===== src/rtl/pair_stim_seq.sv =====
// Stimulus sequencer: walks {in1,in2} through four patterns per pass, strobing once per pattern.
// Optional macro PAIR_STIM_SEQ_GRAY_EN selects a Gray-coded pattern order instead of binary.
module pair_stim_seq #(
    parameter int HOLD_CYCLES = 50,
    parameter int HOLD_W      = 8,
    parameter int REPEAT      = 1,
    parameter int PASS_W      = 4
) (
    input  logic              clk,
    input  logic              rst_n,
    input  logic              start,
    input  logic              abort,
    output logic              in1,
    output logic              in2,
    output logic              sample_stb,
    output logic [1:0]        pat_idx,
    output logic [PASS_W-1:0] pass_idx,
    output logic              busy,
    output logic              done
);

    typedef enum logic [1:0] {
        IDLE   = 2'd0,
        HOLD   = 2'd1,
        SAMPLE = 2'd2,
        DONE   = 2'd3
    } state_t;

    localparam logic [HOLD_W-1:0] HOLD_LAST = HOLD_W'(HOLD_CYCLES - 1);
    localparam logic [HOLD_W-1:0] HOLD_ONE  = HOLD_W'(1);
    localparam logic [PASS_W-1:0] PASS_LAST = PASS_W'(REPEAT - 1);
    localparam logic [PASS_W-1:0] PASS_ONE  = PASS_W'(1);

    state_t            state;
    logic [HOLD_W-1:0] hold_cnt;

    // Pattern index to stimulus bits; Gray order toggles a single input per step.
    function automatic logic [1:0] pat_map(input logic [1:0] idx);
`ifdef PAIR_STIM_SEQ_GRAY_EN
        return idx ^ {1'b0, idx[1]};
`else
        return idx;
`endif
    endfunction

    always_ff @(posedge clk or negedge rst_n) begin
        if (!rst_n) begin
            state      <= IDLE;
            hold_cnt   <= '0;
            pat_idx    <= '0;
            pass_idx   <= '0;
            in1        <= 1'b0;
            in2        <= 1'b0;
            sample_stb <= 1'b0;
            busy       <= 1'b0;
            done       <= 1'b0;
        end else if (abort) begin
            state      <= IDLE;
            hold_cnt   <= '0;
            pat_idx    <= '0;
            pass_idx   <= '0;
            in1        <= 1'b0;
            in2        <= 1'b0;
            sample_stb <= 1'b0;
            busy       <= 1'b0;
            done       <= 1'b0;
        end else begin
            case (state)
                IDLE, DONE: begin
                    sample_stb <= 1'b0;
                    if (start) begin
                        state      <= HOLD;
                        hold_cnt   <= '0;
                        pat_idx    <= 2'd0;
                        pass_idx   <= '0;
                        {in1, in2} <= pat_map(2'd0);
                        busy       <= 1'b1;
                        done       <= 1'b0;
                    end
                end
                HOLD: begin
                    if (hold_cnt == HOLD_LAST) begin
                        state      <= SAMPLE;
                        sample_stb <= 1'b1;
                    end else begin
                        hold_cnt <= hold_cnt + HOLD_ONE;
                    end
                end
                SAMPLE: begin
                    sample_stb <= 1'b0;
                    hold_cnt   <= '0;
                    if (pat_idx != 2'd3) begin
                        state      <= HOLD;
                        pat_idx    <= pat_idx + 2'd1;
                        {in1, in2} <= pat_map(pat_idx + 2'd1);
                    end else if (pass_idx != PASS_LAST) begin
                        state      <= HOLD;
                        pat_idx    <= 2'd0;
                        pass_idx   <= pass_idx + PASS_ONE;
                        {in1, in2} <= pat_map(2'd0);
                    end else begin
                        // Last pattern stays on the pins while parked in DONE.
                        state <= DONE;
                        busy  <= 1'b0;
                        done  <= 1'b1;
                    end
                end
                default: begin
                    state <= IDLE;
                end
            endcase
        end
    end

endmodule


===== config.mk =====
export PLATFORM = sky130hd
export DESIGN_NAME = pair_stim_seq
export DESIGN_NICKNAME = d
export VERILOG_FILES = /design/src/rtl/pair_stim_seq.sv
export SDC_FILE = /design/constraint.sdc
export NUM_CORES = 1
export LEC_CHECK = 0
export ABC_AREA = 1
export BUFFER_PORTS_ARGS = -buffer_cell sky130_fd_sc_hd__buf_2
export CORE_MARGIN = 2
export CORE_UTILIZATION = 40
export CTS_CLUSTER_SIZE = 12
export DETAILED_ROUTE_END_ITERATION = 16
export GPL_TIMING_DRIVEN = 0
export PLACE_DENSITY = 0.67
export SLEW_MARGIN = 20
export SYNTH_ARGS = -nofsm -noshare
export SYNTH_HDL_FRONTEND = slang
export SYNTH_SLANG_ARGS = --single-unit

===== constraint.sdc =====
create_clock -name clk -period 1.9 [get_ports clk]
set_clock_uncertainty 0.15 [all_clocks]
set_input_delay 0.19 -clock clk [delete_from_list [all_inputs] [get_ports clk]]
set_output_delay 0.19 -clock clk [all_outputs]
set_load 0.01 [all_outputs]

# After elaboration in Yosys (flattened, before gate mapping)
# Cells that the tools add are included.
# Widths: inputs -> output; s select.
# totals
reg_bits,21
input_bits,4
wordCells,74
# op_classes
add_sub_neg,3
n_eq_ne,12
mux,40
reduce_logical,10
# ops
op,n
$mux 8,3
$pmux 8 s3,1
$mux 2,9
$ne 3x3->1 const B,6
$mux 4,4
$mux 1,15
$pmux 1 s2,5
$add 8x1->8 const B,1
$eq 8x6->1 const B,1
$pmux 4 s2,1
$reduce_and 4->1,2
$pmux 2 s3,1
$add 4x1->4 const B,1
$eq 2x2->1 const B,2
$ne 4x4->1 const B,1
$pmux 2 s2,1
$reduce_and 2->1,2
$reduce_bool 4->1,1
$reduce_and 3->1,1
$reduce_bool 3->1,1
$reduce_or 3->1,1
$add 2x1->2 const B,1
$eq 2x1->1 const B,1
$logic_not 2->1,1
other kinds (2),2

# Depth between registers and ports, before layout
# depth
word_depth,5
depth_mapped,11
depth_no_buf,11

# Least setup slack after synthesis
# OpenSTA, ideal clock, no wires.
# synth_timing
kind,register to register
from,register state[0]
to,register pass_idx[3]
setup_ns,0.116
t_arrival_ns,1.352
required_time_ns,1.634
setup_slack_ns,0.281
stages_incl_launch_ff,12
period_less_slack_ns,1.619
cell_sequence,dfrtp_1 inv_1 ha_1 inv_1 nor2_4 inv_1 nor2_1 nor2_4 nand2_4 clkinv_2 nand2_1 nand2_1
# synth_between
elab_chain_cells,4
# synth_rtl
item,line_no,rtl
from (decl),34,state_t state;
from (signal assigned),48,state <= IDLE;
from (signal assigned),58,state <= IDLE;
from (signal assigned),72,state <= HOLD;
$eq 2x2->1 / $logic_not 2->1 (equally long branches),68,case (state)
$reduce_or 2->1,68,
"$ne 3x3->1 (no source line), or another cell as far along",-,
$reduce_and 4->1 (no source line) / $mux 4 (equally long branches),-,
to (signal assigned),99,pass_idx <= pass_idx + PASS_ONE;
to (decl),17,"output logic [PASS_W-1:0] pass_idx,"
# Several ways; a longest one is shown, not always the timed one.
# A chain may end at the register's enable or synchronous reset.

# Worst setup path in the final report
# Ends and elaborated chain as after synthesis.

==> results by group <==
STA
  – Setup WS post-layout: approximately 0.12 ns
  – Period utilisation layout: 0.9360
  – F_max: between 0.5 and 0.6 GHz
  – Tmin final: roughly 1.8 ns
  – Final Setup Violations: 0
  – Slew HR: 0.7118
  – Final TNS setup: 0 ns
  – Final hold violations: 0
  – RSZ-0062 raised after global routing: false
  – Max-slew violations: 0
  – Worst Tran Pin Value: between 0.4 and 0.5 ns
  – Hold Slack: ~0.13 ns

Synth
  – Syn Std Cell Area: 1240 µm²
  – Ys Warns: 0
  – Post-synthesis net count: between 150 and 200
  – Seq/Total Area, Yosys: 0.3835
  – Register bit total from synthesis: 19
  – Synthesized area per cell: ~7.7 µm²
  – Post-synthesis cell count: around 160
  – Yosys cell types: 22

Critical path
  – CP top delay family: simple AND/OR/NAND/NOR gates
  – Critical Path Start Type: register
  – CP endpoint kind: register
  – Worst Path Max Fanout: 8
  – Most used cell along the critical path: inv_1
  – CP Data Required Time: a little under 2 ns
  – CP max stage cell: dfrtp_1
  – Arr. time, crit path: ~1.8 ns
  – Critical path type: register to register
  – CP bufs+invs: 4
  – CP Cell Sequence: inv_1, ha_1, inv_1, nor2_4, inv_1, nor2_2, nor2_4, nand2_4, clkinv_2, nand2_1, nand2_1
  – CP max stage delay: 0.44 ns

Placed design
  – Setup WS pre-CTS: 0.08772 ns
  – Routability cong.: a little under 0.9
  – Placed cell area: 1351 µm²
  – Placed Cells: about 210
  – HPWL after detailed placement: ~1800 µm
  – Port bufs: 14

Routing
  – Remaining antenna violation count: 0
  – Routed wire length per instance: about 11 µm
  – Iter 0 DRT Violations: 39
  – Via Count: 1,041
  – Residual DRC: 0
  – First-pass iteration count of the detailed router: 4
  – DRT Wirelength: ~2400 µm
  – Vias per cell: slightly below 5

CTS
  – CTS clock-pin slew for the worst setup and hold paths: about 0.11 ns
  – Clk root buf: clkbuf_4
  – H-Tree Depth: 1
  – CTS Buf Count: 3
  – CTS Buffer Depth: 2
  – TritonCTS clock tree: done
  – Later-pin clock latency in the skew report: ~0.3 ns
  – Clk sinks: 19

Power and ir drop
  – Pwr Density: a little under 900 nW/µm²
  – Total power: between 1 and 1.5 mW
  – VDD IR-drop max: ~0.38 mV
  – Pleak: approximately 0.73 nW

Flow run
  – Max-cap violation count: 0

Global route
  – Largest net degree at the start of global routing: 20
  – Global route overflow: 0
  – Vias in the first global route: ~1,000
  – First-pass GRT wire length: approximately 4100 µm
  – Initial antenna violation count: 0
  – GRT Total Usage: 0.1494

Floorplan
  – Die Height: 59.68 µm
  – Die ar.: approximately 3600 µm²
  – Die W: 59.68 µm
  – Initial Util: 0.4129
  – Rows: 20
  – # IOs: 15
  – Core area: approximately 3000 µm²

Status
  – Status: completed

Cells and area
  – Layout area overhead: 12.21%
  – Final nets: around 190
  – Fraction of layout cells with a size suffix above 1: 0.1989
  – Util after Layout: 0.4633
  – Count of non-filler cells in the finished layout: approximately 210
  – Final instance area: 1391 µm²
  – # diodes: 0

Worst hold path
  – Hold WC Path Type: input port to register
## layout make-up
| type | instances | area [µm²] |
|---|---|---|
| tap | 33 | 41.29 |
| fill | 305 | 1612 |
| sequential | 19 | 475.5 |
| multi-input combinational | 115 | 653.1 |
| clock inverter | 1 | 5.005 |
| timing repair buffer | 15 | 80.08 |
| inverter | 26 | 98.84 |
| clock buffer | 3 | 22.52 |
| buffer | 2 | 15.01 |
## cells in the final DEF (no fill, tap or decap), types with 5 or more instances in the layout
| cell | instances |
|---|---|
| nand2_1 | 41 |
| inv_1 | 24 |
| dfrtp_1 | 19 |
| nor2_1 | 14 |
| nand3_1 | 14 |
| buf_2 | 14 |
| ha_1 | 8 |
| o21ai_1 | 6 |
| nand2_4 | 5 |
## state kept, by name (all words and copies together), names as in the netlist
register    cells
busy            1
hold_cnt        8
state           2
pass_idx        4
pat_idx         1
done            1
in1             1
sample_stb      1
## where the power goes
part           leakage, nW  total [mW]  switching [mW]  internal (mW)
registers            0.261       0.491          0.0428          0.448
logic                0.446       0.517           0.342          0.176
clock network       0.0177       0.210           0.132         0.0786
## worst min-delay path: cells and delay by family
kind / cells / cell delay (ns)
AND/OR/NAND/NOR: 3 / 0.16
buffers and inverters: 1 / 0.21
## logic make-up after synthesis
kind of cell | Yosys count | share of synthesized area
and+or+nand+nor | 89 | 0.3633
adders and majority gates | 8 | 0.08073
buffers and inverters | 28 | 0.09182
xor gates and xnor gates | 2 | 0.01413
AOI/OAI and AO/OA | 16 | 0.06660
DFF | 19 | 0.3835
## worst paths after layout
path / to / cells after the start / from / slack, ns
min reg2reg: busy / 2 / busy / 0.33
max reg2reg: pass_idx[3] / 11 / state[0] / 0.12
max in group asynchronous: hold_cnt[5] / 2 / rst_n / 1.11
min in group asynchronous: pass_idx[1] / 2 / rst_n / 0.19
max: pass_idx[3] / 11 / state[0] / 0.12
min: busy / 4 / abort / 0.13
## Yosys cell counts
| master | n | area [µm²] |
|---|---|---|
| nor2_4 | 3 | 33.78 |
| inv_1 | 24 | 90.09 |
| nor2_1 | 15 | 56.30 |
| buf_4 | 2 | 15.01 |
| nor2_2 | 1 | 6.260 |
| nand2_8 | 1 | 20.02 |
| o21ai_1 | 6 | 30.03 |
| nor3_1 | 2 | 10.01 |
| o21ai_0 | 4 | 20.02 |
| nand2_1 | 41 | 153.9 |
| clkinv_2 | 1 | 5.000 |
| inv_2 | 1 | 3.750 |
| nand4_1 | 4 | 25.02 |
| o22ai_1 | 2 | 12.51 |
| nand2_4 | 5 | 56.30 |
| nand2_2 | 2 | 12.51 |
| ha_1 | 8 | 100.1 |
| xor2_1 | 2 | 17.52 |
| nand3_1 | 14 | 70.07 |
| or2_2 | 1 | 6.260 |
| a21oi_1 | 4 | 20.02 |
| dfrtp_1 | 19 | 475.5 |
## layer usage
layer	part of all wire	track usage
met5	0	0
met4	0.0029	0.03175
met3	0.037	0.04113
met2	0.52	0.2795
met1	0.44	0.1667
## what timing repair did
item | CTS | global route
setup endpoints to repair | 0 | 3
hold buffers | 1 | 0
resized for setup | 0 | 1
endpoints found under the hold margin | 19 | 0
setup buffers | 0 | 0
Note: power is estimated with default switching activity, not from simulation.
